$ cat src/rtl/mem_stage_pkg.sv
`default_nettype none
// ============================================================================
//  Module      : mem_stage_pkg
//  Description : Shared definitions for the memory-access stage: access-size
//                encodings, FSM state type, byte-mask constants and helpers
//                that map an access size onto strobe / alignment masks.
//  Revision    : 1.0 - initial release
// ============================================================================
package mem_stage_pkg;

    // Access size encodings (instruction funct3[1:0])
    localparam logic [1:0] SZ_B = 2'b00;
    localparam logic [1:0] SZ_H = 2'b01;
    localparam logic [1:0] SZ_W = 2'b10;
    localparam logic [1:0] SZ_D = 2'b11;

    // Byte-lane masks for an access starting at lane 0
    localparam logic [7:0] BYTE_MASK_B = 8'h01;
    localparam logic [7:0] BYTE_MASK_H = 8'h03;
    localparam logic [7:0] BYTE_MASK_W = 8'h0F;
    localparam logic [7:0] BYTE_MASK_D = 8'hFF;

    typedef enum logic [0:0] {
        IDLE = 1'b0,
        BUSY = 1'b1
    } state_t;

    // Strobe pattern for an access of the given size at lane 0
    function automatic logic [7:0] size_byte_mask(input logic [1:0] sz);
        logic [7:0] m;
        case (sz)
            SZ_B:    m = BYTE_MASK_B;
            SZ_H:    m = BYTE_MASK_H;
            SZ_W:    m = BYTE_MASK_W;
            default: m = BYTE_MASK_D;
        endcase
        return m;
    endfunction

    // Low address bits that must be zero for a naturally aligned access
    function automatic logic [2:0] size_low_mask(input logic [1:0] sz);
        logic [2:0] m;
        case (sz)
            SZ_B:    m = 3'b000;
            SZ_H:    m = 3'b001;
            SZ_W:    m = 3'b011;
            default: m = 3'b111;
        endcase
        return m;
    endfunction

endpackage
`default_nettype wire

$ cat src/rtl/load_align_extend.sv
`default_nettype none
// ============================================================================
//  Module      : load_align_extend
//  Description : Combinational load formatter. Moves the addressed bytes of a
//                64-bit memory word down to bit 0 and sign- or zero-extends
//                them according to the access size.
//  Ports       : rdata       in  XLEN  raw memory read word
//                off         in  3     byte offset within the word
//                size        in  2     access size (B/H/W/D)
//                is_unsigned in  1     zero-extend instead of sign-extend
//                value       out XLEN  formatted load result
//  Revision    : 1.0 - initial release
// ============================================================================
module load_align_extend
    import mem_stage_pkg::*;
#(
    parameter int XLEN = 64
) (
    input  logic [XLEN-1:0] rdata,
    input  logic [2:0]      off,
    input  logic [1:0]      size,
    input  logic            is_unsigned,
    output logic [XLEN-1:0] value
);

    logic [XLEN-1:0] w_shifted;

    assign w_shifted = rdata >> {off, 3'b000};

    always_comb begin
        value = w_shifted;
        case (size)
            SZ_B: value = is_unsigned ? {{(XLEN-8){1'b0}}, w_shifted[7:0]}
                                      : {{(XLEN-8){w_shifted[7]}}, w_shifted[7:0]};
            SZ_H: value = is_unsigned ? {{(XLEN-16){1'b0}}, w_shifted[15:0]}
                                      : {{(XLEN-16){w_shifted[15]}}, w_shifted[15:0]};
            SZ_W: value = is_unsigned ? {{(XLEN-32){1'b0}}, w_shifted[31:0]}
                                      : {{(XLEN-32){w_shifted[31]}}, w_shifted[31:0]};
            default: value = w_shifted;  // doubleword: no extension
        endcase
    end

endmodule
`default_nettype wire

$ cat src/rtl/mem_access_stage.sv
`default_nettype none
// ============================================================================
//  Module      : mem_access_stage
//  Description : RISC-V memory stage. Non-memory instructions pass through to
//                write-back in one cycle; loads/stores issue a registered
//                req/ack data-memory transaction and stall upstream until the
//                acknowledge arrives.
//  Config      : MISALIGN_TRAP_EN - when defined, misaligned memory ops raise
//                misalign_trap instead of accessing memory; when undefined
//                the offset is aligned down to the access size.
//  Ports       : clk, reset (sync, active-high)
//                in_valid/in_ready, alu_result, rs2_data, rd_addr, reg_write,
//                mem_read, mem_write, size, is_unsigned  - upstream side
//                dmem_req/we/addr/wdata/wstrb, dmem_rdata/ack - memory side
//                wb_valid/data/rd/reg_write, misalign_trap     - write-back
//  Revision    : 1.0 - initial release
// ============================================================================
module mem_access_stage
    import mem_stage_pkg::*;
#(
    parameter int XLEN = 64,
    parameter int REGW = 5
) (
    input  logic            clk,
    input  logic            reset,
    input  logic            in_valid,
    output logic            in_ready,
    input  logic [XLEN-1:0] alu_result,
    input  logic [XLEN-1:0] rs2_data,
    input  logic [REGW-1:0] rd_addr,
    input  logic            reg_write,
    input  logic            mem_read,
    input  logic            mem_write,
    input  logic [1:0]      size,
    input  logic            is_unsigned,
    output logic            dmem_req,
    output logic            dmem_we,
    output logic [XLEN-1:0] dmem_addr,
    output logic [XLEN-1:0] dmem_wdata,
    output logic [7:0]      dmem_wstrb,
    input  logic [XLEN-1:0] dmem_rdata,
    input  logic            dmem_ack,
    output logic            wb_valid,
    output logic [XLEN-1:0] wb_data,
    output logic [REGW-1:0] wb_rd,
    output logic            wb_reg_write,
    output logic            misalign_trap
);

    state_t r_state, w_state_next;

    // Fields captured at accept and needed when the ack returns
    logic [2:0]      r_off, w_off_next;
    logic [1:0]      r_size, w_size_next;
    logic            r_unsigned, w_unsigned_next;
    logic            r_is_store, w_is_store_next;
    logic            r_reg_write, w_reg_write_next;
    logic [REGW-1:0] r_rd, w_rd_next;

    // Next values of the registered outputs
    logic            w_req_next, w_we_next, w_wb_valid_next, w_wb_rw_next;
    logic [XLEN-1:0] w_addr_next, w_wdata_next, w_wb_data_next;
    logic [7:0]      w_wstrb_next;
    logic [REGW-1:0] w_wb_rd_next;

    logic            w_is_mem;
    logic            w_trap_hit;
    logic [2:0]      w_off_eff;
    logic [2:0]      w_low_mask;
    logic [XLEN-1:0] w_load_value;

    assign in_ready   = (r_state == IDLE);
    assign w_is_mem   = mem_read | mem_write;
    assign w_low_mask = size_low_mask(size);

`ifdef MISALIGN_TRAP_EN
    logic w_misaligned;
    logic w_trap_next;
    logic r_trap;

    assign w_misaligned  = (alu_result[2:0] & w_low_mask) != 3'b000;
    assign w_trap_hit    = w_misaligned;
    assign w_off_eff     = alu_result[2:0];
    assign w_trap_next   = in_valid && (r_state == IDLE) && w_is_mem && w_misaligned;
    assign misalign_trap = r_trap;

    always_ff @(posedge clk) begin
        if (reset) r_trap <= 1'b0;
        else       r_trap <= w_trap_next;
    end
`else
    // Misaligned accesses are silently pulled down to the size boundary
    assign w_trap_hit    = 1'b0;
    assign w_off_eff     = alu_result[2:0] & ~w_low_mask;
    assign misalign_trap = 1'b0;
`endif

    load_align_extend #(
        .XLEN        (XLEN)
    ) u_load_align_extend (
        .rdata       (dmem_rdata),
        .off         (r_off),
        .size        (r_size),
        .is_unsigned (r_unsigned),
        .value       (w_load_value)
    );

    always_comb begin
        w_state_next     = r_state;
        w_off_next       = r_off;
        w_size_next      = r_size;
        w_unsigned_next  = r_unsigned;
        w_is_store_next  = r_is_store;
        w_reg_write_next = r_reg_write;
        w_rd_next        = r_rd;
        w_req_next       = dmem_req;
        w_we_next        = dmem_we;
        w_addr_next      = dmem_addr;
        w_wdata_next     = dmem_wdata;
        w_wstrb_next     = dmem_wstrb;
        w_wb_valid_next  = 1'b0;
        w_wb_data_next   = wb_data;
        w_wb_rd_next     = wb_rd;
        w_wb_rw_next     = wb_reg_write;

        case (r_state)
            IDLE: begin
                if (in_valid) begin
                    if (!w_is_mem) begin
                        w_wb_valid_next = 1'b1;
                        w_wb_data_next  = alu_result;
                        w_wb_rd_next    = rd_addr;
                        w_wb_rw_next    = reg_write;
                    end else if (w_trap_hit) begin
                        // Faulting access: report the bad address, no rd update
                        w_wb_valid_next = 1'b1;
                        w_wb_data_next  = alu_result;
                        w_wb_rd_next    = rd_addr;
                        w_wb_rw_next    = 1'b0;
                    end else begin
                        w_state_next     = BUSY;
                        w_req_next       = 1'b1;
                        w_we_next        = mem_write;
                        w_addr_next      = {alu_result[XLEN-1:3], 3'b000};
                        w_wdata_next     = rs2_data << {w_off_eff, 3'b000};
                        w_wstrb_next     = size_byte_mask(size) << w_off_eff;
                        w_off_next       = w_off_eff;
                        w_size_next      = size;
                        w_unsigned_next  = is_unsigned;
                        w_is_store_next  = mem_write;
                        // A store never writes rd, even if mem_read was also set
                        w_reg_write_next = mem_write ? 1'b0 : reg_write;
                        w_rd_next        = rd_addr;
                    end
                end
            end
            BUSY: begin
                if (dmem_ack) begin
                    w_state_next    = IDLE;
                    w_req_next      = 1'b0;
                    w_we_next       = 1'b0;
                    w_wb_valid_next = 1'b1;
                    w_wb_rd_next    = r_rd;
                    if (r_is_store) begin
                        w_wb_rw_next = 1'b0;
                    end else begin
                        w_wb_rw_next   = r_reg_write;
                        w_wb_data_next = w_load_value;
                    end
                end
            end
            default: w_state_next = IDLE;
        endcase
    end

    always_ff @(posedge clk) begin
        if (reset) begin
            r_state      <= IDLE;
            r_off        <= 3'b000;
            r_size       <= SZ_B;
            r_unsigned   <= 1'b0;
            r_is_store   <= 1'b0;
            r_reg_write  <= 1'b0;
            r_rd         <= '0;
            dmem_req     <= 1'b0;
            dmem_we      <= 1'b0;
            dmem_addr    <= '0;
            dmem_wdata   <= '0;
            dmem_wstrb   <= 8'h00;
            wb_valid     <= 1'b0;
            wb_data      <= '0;
            wb_rd        <= '0;
            wb_reg_write <= 1'b0;
        end else begin
            r_state      <= w_state_next;
            r_off        <= w_off_next;
            r_size       <= w_size_next;
            r_unsigned   <= w_unsigned_next;
            r_is_store   <= w_is_store_next;
            r_reg_write  <= w_reg_write_next;
            r_rd         <= w_rd_next;
            dmem_req     <= w_req_next;
            dmem_we      <= w_we_next;
            dmem_addr    <= w_addr_next;
            dmem_wdata   <= w_wdata_next;
            dmem_wstrb   <= w_wstrb_next;
            wb_valid     <= w_wb_valid_next;
            wb_data      <= w_wb_data_next;
            wb_rd        <= w_wb_rd_next;
            wb_reg_write <= w_wb_rw_next;
        end
    end

endmodule
`default_nettype wire
$ cat config.mk
export PLATFORM = sky130hd
export DESIGN_NAME = mem_access_stage
export DESIGN_NICKNAME = d
export VERILOG_FILES = /design/src/rtl/mem_stage_pkg.sv /design/src/rtl/load_align_extend.sv /design/src/rtl/mem_access_stage.sv
export SDC_FILE = /design/constraint.sdc
export NUM_CORES = 1
export LEC_CHECK = 0
export CORE_MARGIN = 5
export CORE_UTILIZATION = 45
export CTS_BUF_LIST = sky130_fd_sc_hd__clkbuf_16
export DETAILED_ROUTE_END_ITERATION = 10
export GPL_TIMING_DRIVEN = 0
export PLACE_DENSITY = 0.85
export SYNTH_ARGS = -nofsm -noshare
export SYNTH_HDL_FRONTEND = slang
export SYNTH_SLANG_ARGS = --single-unit
$ cat constraint.sdc
create_clock -name clk -period 2.85 [get_ports clk]
set_clock_uncertainty 0.15 [all_clocks]
set_input_delay 0.57 -clock clk [delete_from_list [all_inputs] [get_ports clk]]
set_output_delay 0.57 -clock clk [all_outputs]
set_load 0.005 [all_outputs]
Yosys cells after proc, flatten, opt, wreduce, memory -nomap -nowiden
Cells that the tools add are included.
- word-level logic and storage cells: 77
- register bits after elaboration: 220
- bits of input ports: 207
- output and inout bits: 211
- shifts and indexed selects: 3
- bitwise logic cells: 4
- multiplexer cells: 39
- reduce and logical (&&, ||, !) cells: 6
- eq/ne operators: 9
- operators by type and width (cell ; count):
    64-bit 2-to-1 mux ; 7
    64-bit case mux with 3 select lines ; 1
    64-bit case mux with 2 select lines ; 1
    64-bit by 6-bit << shifter with 64-bit output ; 1
    64-bit by 6-bit >> shifter with 64-bit output ; 1
    8-bit 2-to-1 mux ; 3
    8-bit case mux with 3 select lines ; 1
    1-bit 2-to-1 mux ; 16
    5-bit 2-to-1 mux ; 3
    1-bit case mux with 2 select lines ; 5
    5-bit case mux with 2 select lines ; 1
    3-bit case mux with 3 select lines ; 1
    3-bit AND reduction ; 3
    2-bit != test (second input constant) ; 4
    8-bit by 3-bit << shifter with 8-bit output ; 1
    2-bit by 1-bit == test with 1-bit output (second input constant) ; 2
    2-bit == test (second input constant) ; 2
    2-bit zero test ; 2
    4-bit AND reduction ; 1
    3-bit AND ; 1
    3-bit NOT ; 1
    2-bit by 1-bit != test with 1-bit output (second input constant) ; 1
    1-bit NOT ; 1
    1-bit OR ; 1

Logic depth before layout (Yosys ltp)
Gate-level depths: netlist of run 1.
- depth after elaboration: 6
- gate-level depth with buffers: 9
- mapped depth without buffers: 5

Modules after synthesis
From an unflattened synthesis of run 1, not the netlist that was laid out.
- cell total of the unflattened synthesis: 1512
- area total of the unflattened synthesis: 12488.2 µm²
- by module, submodules not included (module ; sequential area each (µm²) ; area each (µm²) ; instances ; cells each):
    mem_access_stage ; 4404.2 ; 10188.5 ; 1 ; 1248
    load_align_extend ; 0.0 ; 2299.7 ; 1 ; 264

Worst setup path after synthesis of run 1
No wires, ideal clock.
- kind: input-to-reg
- from: input size[1]
- to: register dmem_wdata[44]
- data required time: 2.572 ns
- stages on the path: 7
- path slack: 0.572 ns
- arrival time: 2.001 ns
- setup time: 0.128 ns
- buffers on the path: 2
- path through: buf_2 -> nand2b_1 -> nor2_1 -> buf_2 -> mux2_2 -> a222oi_1 -> nor2_1
- longest elaborated chain between the ends: 5
- elaborated cells between the ends (all ways): 7
- classes of those cells: eq/ne (2); shift (1); mux (1); bitwise (2); reduce/logical (1)
- ends and longest elaborated chain (element ; RTL line ; RTL):
    from (decl) ; mem_access_stage.sv:34 ; input logic [1:0] size,
    2-bit == test (tied with other cells) ; mem_stage_pkg.sv:43 ; case (sz)
    3-bit case mux with 3 select lines * ; mem_stage_pkg.sv:43 ;
    3-bit NOT * ; mem_access_stage.sv:94 ; assign w_off_eff = alu_result[2:0] & ~w_low_mask;
    3-bit AND * ; mem_access_stage.sv:94 ;
    64-bit by 6-bit << shifter with 64-bit output * ; mem_access_stage.sv:145 ; w_wdata_next = rs2_data << {w_off_eff, 3'b000};
    to (signal assigned) ; mem_access_stage.sv:205 ; dmem_wdata <= w_wdata_next;
    to (decl) ; mem_access_stage.sv:39 ; output logic [XLEN-1:0] dmem_wdata,
Every way passes the cells marked *; elsewhere a longest branch is shown, timed or not.
A chain may end at the register's enable or synchronous reset.

Final worst setup path of run 1
- from: register r_off[1]
- to: register wb_data[14]
- longest elaborated chain between the ends: 6
- elaborated cells between the ends (all ways): 8
- classes of those cells: shift (1); mux (7)
- ends and longest elaborated chain (element ; RTL line ; RTL):
    from (decl) ; mem_access_stage.sv:53 ; logic [2:0] r_off, w_off_next;
    from (signal assigned) ; mem_access_stage.sv:196 ; r_off <= w_off_next;
    64-bit by 6-bit >> shifter with 64-bit output * ; load_align_extend.sv:28 ; assign w_shifted = rdata >> {off, 3'b000};
    64-bit 2-to-1 mux (on tied branches) ; load_align_extend.sv:37, load_align_extend.sv:33, load_align_extend.sv:35 ;
    64-bit case mux with 3 select lines * ; load_align_extend.sv:32 ; case (size)
    64-bit 2-to-1 mux * ; mem_access_stage.sv:164 ; if (r_is_store) begin
    64-bit 2-to-1 mux * ; mem_access_stage.sv:158 ; if (dmem_ack) begin
    64-bit case mux with 2 select lines * ; mem_access_stage.sv:126 ; case (r_state)
    to (signal assigned) ; mem_access_stage.sv:208 ; wb_data <= w_wb_data_next;
    to (decl) ; mem_access_stage.sv:44 ; output logic [XLEN-1:0] wb_data,
Every way passes the cells marked *; elsewhere a longest branch is shown, timed or not. The select of a mux whose other input is x is not followed.

==> results.toml, run 1 <==
[place]
dpl.hpwl_mm = 44.9
finalWeightedCongestion = 1.01
portBuffers = 410
placed_area_mm2 = 0.0160

[run_status]
result_of_the_run = "completed"

[synthesis]
netlist_instances = 1350
count_of_cell_types_in_the_netlist = 57
synth_compound_area_frac = 0.227
synth_top_family_by_area = "compound AO/OA/AOI/OAI gates"
number_of_flops_mapped_to_enable_cells_by_yosys = 0
post_synth_instance_area_mm2 = 0.0115
yosys_warnings = 0
synth_adder_area_share = 0
most_used_dff_post_synth = "dfxtp_1"
synth_mux_area_frac = 0.157
synth.avg_cell_area_um2 = 8.49
synth-simple-area-share = 0.177
synth-seq-cells = 220
synth_xor_area_frac = 0
ys_seq_area_frac = 0.384
synthArstFlopShare = 0

[final_layout]
final.fill_count = 2144
fin_area_mm2 = 0.0168
finalNetCount = 1997
drive_above_1_share = 0.0824
area_delta_synth_final_pct = 46.6

[global_routing]
grt_first_pass_wirelength_mm = 81.9
global_route.peak_usage_layer = "met2"
number_of_antenna_violations_at_the_first_check_in_global_routing = 4
grt_util_met3 = 0.0874
globalRoute.totalOverflow = 0
maximum_number_of_pins_on_one_net_before_global_route_repair = 13
grt_pass1_vias = 13083
grtUsageMet2 = 0.638
gr-usage-met1 = 0.445
globalRouteTotalUtil = 0.369

[run]
cap_viol_max_count = 0

[power]
leakage_nw = 5.89
worst_case_vdd_ir_drop_mv = 0.593
report.power.total_mw = 8.47
power_density_over_cell_area_mw_per_mm2 = 504

[floorplan]
overall_die_height_um = 170
floorplan.core_area_mm2 = 0.0251
floorplan.rows = 58
floorplan.initialDensity = 0.457
top_level_ports = 418
die_width_um = 170
fp.dieArea_mm2 = 0.0288

[worst_setup_path]
worstPathRequired_ns = 3.16
slowest_stage = "a2111oi_0"
crit_path_max_cell_delay_ns = 0.72
worst-path-buf-inv = 4
worstSetupEndpointType = "register"
timing_worst_setup_path_type = "reg -> reg"
timing.critical_path.arrival_ns = 3.13
timing.critical_path.mode_cell = "buf_2"
critical_path_peak_fanout = 10
cp-start-kind = "register"
cp_cell_sequence = "buf_6 -> buf_4 -> buf_2 -> buf_2 -> a211oi_1 -> a2111oi_0 -> o221ai_1 -> a21oi_1"
critical_path_s_top_delay_family = "compound AO/OA/AOI/OAI gates"

[sta]
timing_hold_violations_final = 0
timing.slew.headroom = 0.334
final-setup-viol-count = 0
fmax_mhz = 355
worst-slew-pin-transition_ns = 0.996
slew_violations = 0
rsz_0062_raised_after_global_routing = "false"
final_min_period_over_clock_period = 0.990
post-route-min-period_ns = 2.82

[clock_network]
cts_tree = "built"
clk_latency_worst_skew_pair_ns = 0.53
tritoncts_num_sinks = 220
count_of_h_tree_levels_built_during_cts = 1
clockBufferDepth = 3
cts_inserted_buffers = 25
cts_root_buf = "clkbuf_16"
clk_pin_slew_worst_paths_ns = 0.06

[drt]
ant_nets = 0
detail_route.wirelength_mm = 56.4
vias_per_cell = 6.13
drt-pass1-iter-count = 5
drc = 0
dr_total_vias = 13108
drt_iter0_markers = 1200
routedWlPerCell_um = 26.4

[hold_path]
hp-class = "in -> reg"
[cells in the final DEF (no fill, tap or decap), types with 5 or more instances in the layout]
master	instances
o221ai_1	8
inv_1	13
buf_1	7
clkinv_1	6
o22ai_1	13
or3_1	29
nand2b_1	16
and2_1	5
clkbuf_16	25
a211o_1	12
buf_4	11
a211oi_1	58
a311oi_1	12
buf_6	5
or2_2	6
nand3b_1	6
nor2_1	116
nand2_1	216
buf_2	20
mux2_2	31
nor3_1	10
a32o_1	7
clkdlybuf4s50_1	410
dfxtp_1	220
clkbuf_2	7
nor2b_1	20
o2bb2ai_1	15
a21oi_1	122
clkbuf_1	73
o21a_1	5
a22oi_1	43
a222oi_1	8
mux2i_1	115
mux4_2	12
nor4_1	12
clkbuf_4	5
o21ai_0	45
[routing by layer]
metal | vias up | part of all wire
met3 | 154 | 0.097
met1 | 6352 | 0.38
met4 | 6 | 0.046
met2 | 824 | 0.48
met5 | - | 0.00071
li1 | 5772 | -
[where the power goes]
group / switching [mW] / internal (mW) / total (mW)
sequential: 0.125 / 3.28 / 3.41
combinational: 1.08 / 0.984 / 2.07
clock: 1.32 / 1.68 / 2.99
total: 2.53 / 5.94 / 8.47
[registers in the layout, indices dropped and copies added (netlist names)]
register and count:
dmem_wstrb 8, dmem_addr 61, r_size 2, wb_reg_write 1
r_off 3, dmem_req 1, wb_valid 1, r_is_store 1
r_reg_write 1, r_unsigned 1, r_rd 5, wb_data 64
wb_rd 5, dmem_we 1, dmem_wdata 64, r_state 1
[cell usage after synthesis, types with 3 or more instances]
library cell	count	area, um^2
a22oi_1	43	323
a311oi_1	12	105
buf_2	24	120
mux2_2	31	349
nor4_1	12	75.1
o31ai_1	4	30.0
o21ai_0	46	230
a21oi_1	122	611
o21a_1	5	37.5
mux4_2	12	270
a2111oi_0	4	35.0
nand2_1	216	811
nor3_1	11	55.1
and2_1	5	31.3
o22ai_1	13	81.3
o221ai_1	8	70.1
inv_1	8	30.0
clkbuf_1	80	300
o2bb2ai_1	15	131
a32o_1	7	70.1
mux2i_1	118	1180
a211oi_1	58	435
a21o_1	4	30.0
o211a_1	4	40.0
nor2b_1	20	125
dfxtp_1	220	4400
a211o_1	12	105
a211oi_2	3	37.5
nand3b_1	6	45.0
buf_6	5	56.3
buf_1	8	30.0
buf_4	11	82.6
or2_2	6	37.5
nand2b_1	16	100
a222oi_1	8	80.1
or3_1	29	181
nor2_1	117	439
a2bb2o_1	3	30.0
[per-stage QoR]
| step | setup WS [ns] | instances | hold slack (ns) | setup TNS, ns | util |
|---|---|---|---|---|---|
| floorplan | 0.572 | 1353 | 0.282 | 0 | - |
| CTS | 0.0415 | 2138 | 0.224 | 0 | 0.668 |
| detailed placement | -0.736 | 2093 | 0.296 | -86.01 | 0.637 |
| finish | 0.0295 | 2140 | 0.240 | 0 | 0.669 |
| global placement | -0.677 | 2093 | 0.289 | -82.16 | 0.637 |
| global route | 0.000974 | 2139 | 0.254 | 0 | 0.669 |
[logic make-up (layout without fill, tap and decap cells)]
family / count (synthesis) / in the layout
simple gates: 450 / 450
compound gates: 381 / 381
flops: 220 / 220
mux: 161 / 161
buf+inv: 137 / 592
other cells: 1 / 6
[final cells by class]
cell class | count | area, um^2 | share of cell area
Clock inverter | 20 | 119 | 0.00707
Buffer | 129 | 626 | 0.0372
Antenna cell | 2 | 5.00 | 0.000298
Timing Repair Buffer | 410 | 4100 | 0.244
Sequential cell | 220 | 4400 | 0.262
Inverter | 8 | 33.8 | 0.00201
Clock buffer | 25 | 626 | 0.0372
Tap cell | 330 | 413 | 0.0246
Multi-Input combinational cell | 996 | 6480 | 0.385
[final timing paths]
check | slack (ns) | endpoint | start | cells after the start
max | 0.03 | wb_data[14]$_SDFFE_PP0P_ | r_off[1]$_SDFFE_PP0P_ | 8
min | 0.24 | r_size[1]$_SDFFE_PP0P_ | size[1] | 3
max reg2reg | 0.03 | wb_data[14]$_SDFFE_PP0P_ | r_off[1]$_SDFFE_PP0P_ | 8
min reg2reg | 0.30 | dmem_addr[9]$_SDFFE_PP0P_ | dmem_addr[9]$_SDFFE_PP0P_ | 2
[what timing repair did]
item / CTS / global route
pin swaps: 0 / 0
gates resized for setup: 10 / 18
hold buffers: 0 / 0
endpoints found under the setup margin: 61 / 66
setup buffers: 0 / 0
[worst reg2reg max path, cell delays in order, from the launching register on]
cell and delay (ns):
dfxtp_1 0.32, buf_6 0.14, buf_4 0.21, buf_2 0.32, buf_2 0.38, a211oi_1 0.13, a2111oi_0 0.72, o221ai_1 0.21
a21oi_1 0.17
Power figures use the tool's default switching activity.
==> run 2: changes to the inputs <==
- GPL_ROUTABILITY_DRIVEN: default -> 0
- SKIP_CTS_REPAIR_TIMING: default -> 1
==> run 2 against run 1 <==
Effect of this change: sequential power is essentially flat; fmax shrank 0.57%; final area grew 0.39%; clock power grew 11%; sequential cell count is the same; first-iteration DRC count grew 27%; critical path type is now reg -> out; critical endpoint is now in_ready; largest power group unchanged.
==> results.toml, run 2 (synthesis results as in run 1) <==
[floorplan]
die_width_um = 170
fp.dieArea_mm2 = 0.0288
top_level_ports = 418
overall_die_height_um = 170
floorplan.core_area_mm2 = 0.0251
floorplan.rows = 58
floorplan.initialDensity = 0.457

[sta]
timing.slew.headroom = 0.389
setup_total_negative_slack_ns = 0
fmax_mhz = 353
worst-slew-pin-transition_ns = 0.913
slew_violations = 0
final.setup.worst_slack_ns = 0.0134
post-route-min-period_ns = 2.84
final-setup-viol-count = 0
timing_hold_violations_final = 0
rsz_0062_raised_after_global_routing = "true"
final_min_period_over_clock_period = 0.995

[drt]
met2_wirelength_mm = 24.6
route.top_layer_used = "met5"
vias_per_cell = 6.15
m1WireLength_mm = 18.2
drt_iter0_markers = 1527
drc = 0
routedWlPerCell_um = 24.8
detailroute.wirelength.met3_mm = 6.38
drt-pass1-iter-count = 8
detail_route.wirelength_mm = 53.1
dr_total_vias = 13164
ant_nets = 0

[run]
cap_viol_max_count = 0

[power]
report.power.total_mw = 8.76
worst_case_vdd_ir_drop_mv = 0.463
leakage_nw = 5.90
power_density_over_cell_area_mw_per_mm2 = 519

[run_status]
result_of_the_run = "completed"

[clock_network]
clk_latency_worst_skew_pair_ns = 0.53
count_of_h_tree_levels_built_during_cts = 1
cts_inserted_buffers = 25
tritoncts_num_sinks = 220
cts_tree = "built"
clk_pin_slew_worst_paths_ns = 0.07
clockBufferDepth = 3
cts_root_buf = "clkbuf_16"

[global_routing]
globalRouteTotalUtil = 0.348
number_of_antenna_violations_at_the_first_check_in_global_routing = 6
grt_first_pass_wirelength_mm = 78.3
maximum_number_of_pins_on_one_net_before_global_route_repair = 15
grt_pass1_vias = 13241
globalRoute.totalOverflow = 0

[worst_setup_path]
timing.critical_path.arrival_ns = 2.12
critical_path_s_top_delay_family = "buffers and inverters"
cp_cell_sequence = "buf_2 -> buf_4 -> inv_1 -> clkdlybuf4s50_1"
worstPathRequired_ns = 2.13
worst-path-buf-inv = 4
critical_path_peak_fanout = 10
slowest_stage = "clkdlybuf4s50_1"
timing_worst_setup_path_type = "reg -> out"
cp-start-kind = "register"
crit_path_max_cell_delay_ns = 0.57
worstSetupEndpointType = "primary output"

[place]
preCtsSetupSlack_ns = -0.844
dpl.hpwl_mm = 41.6
portBuffers = 410

[final_layout]
finish.utilization = 0.672
drive_above_1_share = 0.0842
largest_registers = "dmem_wdata: 64 flops, wb_data: 64 flops, dmem_addr: 61 flops"
finalNetCount = 1997
layout_common_cells = "clkdlybuf4s50_1, dfxtp_1, nand2_1"
area_delta_synth_final_pct = 47.2
most_frequent_standard_cell_in_the_layout_excluding_fill_and_tap_cells = "clkdlybuf4s50_1"
final.fill_count = 2047

[hold_path]
hp-class = "in -> reg"
## run 2: cell count changes in the layout (fill, tap and decap cells not counted), sizes merged
cell	before	now
clkbuf	111	107
clkinvlp	3	4
buf	43	47
diode	2	6
clkdlybuf4s50	410	409
inv	14	9
clkinv	10	9
dlymetal6s2s	0	1
bufinv	1	4
## run 2: worst reg2reg max path, delay by kind of cell, from the launching register on
kind,cells,cell delay [ns]
DFF,1,0.33
buffers and inverters,4,0.99
AOI/OAI and AO/OA,4,1.23
## run 2: area by class of cell
class,instances,area (um^2),share of cell area
multi-input combinational,996,6470,0.384
sequential,220,4400,0.261
timing repair buffer,410,4110,0.243
clock buffer,25,626,0.0371
buffer,129,608,0.0360
tap,330,413,0.0245
clock inverter,18,199,0.0118
inverter,8,30.0,0.00178
antenna,6,15.0,0.000890
## run 2: worst paths after layout
path	start	to	slack (ns)	depth (start not counted)
worst min register to register	wb_data[7]$_SDFFE_PP0P_	wb_data[7]$_SDFFE_PP0P_	0.30	2
worst max-delay path	r_state$_SDFF_PP0_	in_ready	0.01	4
worst max register to register	r_off[1]$_SDFFE_PP0P_	wb_data[14]$_SDFFE_PP0P_	0.08	8
worst min-delay path	size[1]	r_size[1]$_SDFFE_PP0P_	0.23	3
## run 2: power by group
part           internal [mW]  total [mW]  switching [mW]
combinational          0.980        2.03            1.05
sequential              3.28        3.40           0.120
clock                   1.96        3.33            1.37
## run 2: layer usage
metal	track usage	up-vias
li1	-	5786
met1	0.396	6097
met2	0.583	1035
met3	0.0934	244
met4	0.208	2
met5	0	-
## run 2: metrics by stage
step,std cells,hold slack (ns),area [um^2]
final,2142,0.234,16900
after global routing,2141,0.267,16900
after CTS,2136,0.231,16800
after detailed placement,2093,0.296,16000
after global placement,2093,0.291,16000
after floorplan,1353,0.282,11500
